--- src/rtl/fir_xifu_ex.sv ---
// fir_xifu_ex: execute stage for FIR XIFU loads/stores and int16x2 dot-product with registered writeback
module fir_xifu_ex #(
  parameter int X_ID_WIDTH = 4
) (
  input  logic                  clk_i,
  input  logic                  rst_i,
  input  logic                  clear_i,
  input  logic [1:0]            id_instr_i,
  input  logic [31:0]           id_base_i,
  input  logic [31:0]           id_offset_i,
  input  logic [4:0]            id_shamt_i,
  input  logic [4:0]            id_rs1_i,
  input  logic [4:0]            id_rs2_i,
  input  logic [4:0]            id_rd_i,
  input  logic [X_ID_WIDTH-1:0] id_id_i,
  output logic                  ready_o,
  output logic [4:0]            rf_raddr_a_o,
  output logic [4:0]            rf_raddr_b_o,
  output logic [4:0]            rf_raddr_c_o,
  input  logic [31:0]           rf_rdata_a_i,
  input  logic [31:0]           rf_rdata_b_i,
  input  logic [31:0]           rf_rdata_c_i,
  output logic                  mem_valid_o,
  input  logic                  mem_ready_i,
  output logic [31:0]           mem_addr_o,
  output logic                  mem_we_o,
  output logic [3:0]            mem_be_o,
  output logic [31:0]           mem_wdata_o,
  output logic [X_ID_WIDTH-1:0] mem_id_o,
  input  logic                  mem_result_valid_i,
  input  logic [31:0]           mem_result_rdata_i,
  input  logic                  mem_result_err_i,
  output logic                  wb_valid_o,
  input  logic                  wb_ready_i,
  output logic                  wb_core_we_o,
  output logic [4:0]            wb_core_rd_o,
  output logic [31:0]           wb_core_data_o,
  output logic                  wb_x_we_o,
  output logic [4:0]            wb_x_rd_o,
  output logic [31:0]           wb_x_data_o,
  output logic [X_ID_WIDTH-1:0] wb_id_o,
  output logic                  wb_err_o
);
  typedef enum logic [1:0] {IDLE, MEM_REQ, MEM_RESP, OUT} state_t;
  state_t state, state_nx;
  logic [1:0] instr_q;
  logic [31:0] base_q, offset_q, wdata_q, op_a, op_b, op_c;
  logic [4:0] rs1_q, rd_q;
  logic [X_ID_WIDTH-1:0] id_q;
  logic accept, byp_ok, resp;
  logic signed [31:0] p0, p1, sw_data;
  assign ready_o = (state == IDLE) | ((state == OUT) & wb_ready_i);
  assign accept = ready_o & (id_instr_i != 2'd0);
  assign resp = (state == MEM_RESP) & mem_result_valid_i;
  assign rf_raddr_a_o = id_rs1_i;
  assign rf_raddr_b_o = id_rs2_i;
  assign rf_raddr_c_o = id_rd_i;
  // forward the pending writeback record so a dependent instruction sees it at accept
  assign byp_ok = wb_valid_o & wb_x_we_o;
  assign op_a = (byp_ok & (wb_x_rd_o == id_rs1_i)) ? wb_x_data_o : rf_rdata_a_i;
  assign op_b = (byp_ok & (wb_x_rd_o == id_rs2_i)) ? wb_x_data_o : rf_rdata_b_i;
  assign op_c = (byp_ok & (wb_x_rd_o == id_rd_i)) ? wb_x_data_o : rf_rdata_c_i;
  assign p0 = $signed({{16{op_a[15]}}, op_a[15:0]}) * $signed({{16{op_b[15]}}, op_b[15:0]});
  assign p1 = $signed({{16{op_a[31]}}, op_a[31:16]}) * $signed({{16{op_b[31]}}, op_b[31:16]});
  assign sw_data = $signed(op_b) >>> id_shamt_i;
  assign mem_valid_o = (state == MEM_REQ);
  assign mem_addr_o = base_q;
  assign mem_we_o = (instr_q == 2'd2);
  assign mem_be_o = {4{(instr_q == 2'd1) | (instr_q == 2'd2)}};
  assign mem_wdata_o = wdata_q;
  assign mem_id_o = id_q;
  assign wb_valid_o = (state == OUT);
  always_comb begin
    state_nx = accept ? ((id_instr_i == 2'd3) ? OUT : MEM_REQ) :
               ((state == OUT) & wb_ready_i) ? IDLE :
               ((state == MEM_REQ) & mem_ready_i) ? MEM_RESP :
               resp ? OUT : state;
  end
  always_ff @(posedge clk_i) begin
    if (rst_i | clear_i) state <= IDLE;
    else state <= state_nx;
  end
  always_ff @(posedge clk_i) begin
    if (rst_i | clear_i) begin
      instr_q <= 2'd0;
      base_q <= '0;
      offset_q <= '0;
      wdata_q <= '0;
      rs1_q <= '0;
      rd_q <= '0;
      id_q <= '0;
      wb_core_we_o <= 1'b0;
      wb_core_rd_o <= '0;
      wb_core_data_o <= '0;
      wb_x_we_o <= 1'b0;
      wb_x_rd_o <= '0;
      wb_x_data_o <= '0;
      wb_id_o <= '0;
      wb_err_o <= 1'b0;
    end else begin
      if (accept) begin
        instr_q <= id_instr_i;
        base_q <= id_base_i;
        offset_q <= id_offset_i;
        wdata_q <= sw_data;
        rs1_q <= id_rs1_i;
        rd_q <= id_rd_i;
        id_q <= id_id_i;
      end
      if (accept & (id_instr_i == 2'd3)) begin
        wb_core_we_o <= 1'b0;
        wb_core_rd_o <= '0;
        wb_core_data_o <= '0;
        wb_x_we_o <= 1'b1;
        wb_x_rd_o <= id_rd_i;
        wb_x_data_o <= op_c + p0 + p1;
        wb_id_o <= id_id_i;
        wb_err_o <= 1'b0;
      end
      if (resp) begin
        wb_core_we_o <= ~mem_result_err_i;
        wb_core_rd_o <= rs1_q;
        wb_core_data_o <= base_q + offset_q;
        wb_x_we_o <= (instr_q == 2'd1) & ~mem_result_err_i;
        wb_x_rd_o <= rd_q;
        wb_x_data_o <= mem_result_rdata_i;
        wb_id_o <= id_q;
        wb_err_o <= mem_result_err_i;
      end
    end
  end
endmodule

--- config.mk ---
export PLATFORM = sky130hd
export DESIGN_NAME = fir_xifu_ex
export DESIGN_NICKNAME = d
export VERILOG_FILES = /design/src/rtl/fir_xifu_ex.sv
export SDC_FILE = /design/constraint.sdc
export NUM_CORES = 2
export LEC_CHECK = 0
export CORE_UTILIZATION = 55
export DETAILED_ROUTE_END_ITERATION = 12
export PLACE_DENSITY = 0.79
export SLEW_MARGIN = 20
export SYNTH_ARGS = -nofsm -noshare
export SYNTH_HDL_FRONTEND = slang
export SYNTH_SLANG_ARGS = --single-unit
--- constraint.sdc ---
create_clock -name clk_i -period 16.1 [get_ports clk_i]
set_clock_uncertainty 0.1 [all_clocks]
set_input_delay 2.415 -clock clk_i [delete_from_list [all_inputs] [get_ports clk_i]]
set_output_delay 2.415 -clock clk_i [all_outputs]
set_load 0.01 [all_outputs]
==> flow_summary.yaml <==
worst_setup_path:
  arrival_ns: 13.12
  slowest_stage: "fa_1"
  critPathMaxStageDelay_ns: 0.74
  worst-r2r-setup-slack_ns: 5.14
  cp_common_cell: "fa_1"
  path_class: "in -> reg"
  required_ns: 16.37
  critPathCaptureType: "register"
  critPathMaxFanout: 31
  critPathLaunchType: "input pin"
detailed_routing:
  vias: 28000
  drtAntennaViolNets: 0
  drc: 0
  wire_per_inst_um: 23.8
  drtIter0Drc: 3102
  totalWireLength_um: 113000
  viasPerCell: 5.91
  first_pass_iters: 8
final_layout:
  final_common_cell: "inv_1"
  layout_common_cells: "663 x inv_1, 624 x fa_1, 586 x nand2_1"
  nNetsFinal: 4968
  drive_gt1_frac: 0.0532
  area_growth_syn_to_layout_pct: 16.5
clock_network:
  cts_resized: 0
  root_buffer: "clkbuf_16"
  cts.sinks: 195
  htree_levels: 4
  cts_made_buffers: 17
  clk_path_buf_depth: 2
  hold_buffers: 0
  clkTransAtPathRegs_ns: 0.08
  worstSkewPairLatency_ns: 0.45
  cts_tree: "done"
  post_cts_buffers: 0
yosys:
  yosys-top-cells-area: "fa_1 39%, dfxtp_1 12%, inv_1 7.7%, nand2_1 6.8%, ha_1 6.5%"
  yosysWarnings: 0
  synth_edf_count: 0
  synthArstFlopShare: 0
  synth_seq_cells: 195
  ys_seq_area_frac: 0.121
  synth_fp_nets: 4668
  synth_area_um2: 32100
  yosysTopAreaCellShare: 0.389
  synth_flop_cell: "dfxtp_1"
  avgSynthCellArea_um2: 8.80
  synth_cells: 3651
  yosys.area.top_type: "fa_1"
  ys_types: 73
placement:
  dp_hpwl_um: 91100
  portBuffers: 396
  gp_congestion: 1.02
sta:
  maxSlewHeadroom: 0.210
  final_hold_viol_count: 0
  setup_viol: 0
  fmax_mhz: 77.8
  slew_violations: 0
  period_minus_slack_ns: 12.85
  period_share: 0.798
  rsz0062_at_grt: "no"
  tightest_slew_ns: 1.16
  hold_ws_ns: 0.356
  fin_setup_tns_ns: 0
flow_run:
  drv_cap: 0
die:
  die_width_um: 244
  start_util: 0.557
  num_rows: 88
  core_um2: 57700
  io_pins: 397
  dieArea_um2: 59400
  die_h_um: 244
grt:
  overflow: 0
  grt_pass1_wl_um: 171000
  grt_pass1_vias: 28500
  grt.total_usage: 0.386
  antenna_found_initial: 7
  grt_max_degree: 84
min_path:
  hold_path.class: "reg -> reg"
run_status:
  status: "complete, no violations"
[metal layers]
layer	global-route usage	wire length (µm)	vias to the layer above	share of wire
li1	-	-	12000	-
met1	0.507	42900	13800	0.38
met2	0.597	50800	1773	0.45
met3	0.0861	11900	368	0.11
met4	0.203	7190	2	0.064
met5	0	13	-	0.00012
[Yosys cell counts, types with 9 or more instances]
master and instances:
a211oi_1 14, a21o_1 27, a21oi_1 196, a22oi_1 21, a311oi_1 27, a31oi_1 19
and3_1 9, buf_1 21, buf_4 20, clkbuf_1 119, dfxtp_1 195, fa_1 624
ha_1 168, inv_1 663, mux2_2 61, mux2i_1 120, mux4_2 19, nand2_1 586
nand3_1 48, nor2_1 342, nor2b_1 10, nor3_1 21, o211ai_1 12, o21a_1 9
o21ai_0 74, o221ai_1 9, or2_2 10, xnor2_1 58, xor2_1 31
[cell type report]
type | instances | area, µm²
fillers | 4834 | 20300
well taps | 765 | 957
clock buffers | 19 | 443
clock inverters | 13 | 148
multi-input cells | 2616 | 25100
repair buffers | 454 | 4400
inverters | 667 | 2500
diodes | 8 | 20.0
flip-flops and latches | 195 | 3900
[worst max-delay path, delay by kind of cell]
family / cells / cell delay, ns
xor gates and xnor gates: 1 / 0.18
AOI/OAI and AO/OA: 6 / 1.48
adders and majority gates: 9 / 4.64
and+or+nand+nor: 6 / 2.85
buffers and inverters: 6 / 0.76
muxes: 1 / 0.73
[worst paths after layout]
kind	to	from	cells past startpoint
worst max-delay path	wb_x_data_o[30]$_SDFFE_PP0P_	id_rs2_i[2]	29
worst min-delay path	mem_wdata_o[17]$_SDFFE_PP0P_	mem_wdata_o[17]$_SDFFE_PP0P_	1
worst max register to register	wb_x_data_o[30]$_SDFFE_PP0P_	state[1]$_SDFFE_PP0P_	28
worst min register to register	mem_wdata_o[17]$_SDFFE_PP0P_	mem_wdata_o[17]$_SDFFE_PP0P_	1
[metrics by stage]
stage          instance area [µm²]  instances  utilization  worst slack, ns
2_1_floorplan                32100       3651            -             4.83
3_3_place_gp                 36800       4697        0.638             3.17
3_5_place_dp                 36800       4697        0.638             3.04
4_1_cts                      37400       4729        0.649             3.51
5_1_grt                      37400       4733        0.649             2.84
6_report                     37400       4737        0.649             3.25
[cell families after synthesis]
group | Yosys count | share of synthesized area
simple gates | 1060 | 0.132
compound gates | 471 | 0.0921
flops | 195 | 0.121
mux | 204 | 0.0739
fa+ha+maj | 792 | 0.454
xor+xnor | 89 | 0.0243
buf+inv | 840 | 0.102
[sequential cells by signal (all words and copies together), names as in the netlist, 2 cells and up]
name / flops
mem_addr_o: 32
mem_wdata_o: 32
offset_q: 32
wb_core_data_o: 32
wb_x_data_o: 32
rd_q: 5
rs1_q: 5
wb_core_rd_o: 5
wb_x_rd_o: 5
mem_id_o: 4
wb_id_o: 4
instr_q: 2
state: 2
Power is not shown: default switching activity piles up to over one toggle a cycle in this logic, so the estimate is an artifact.
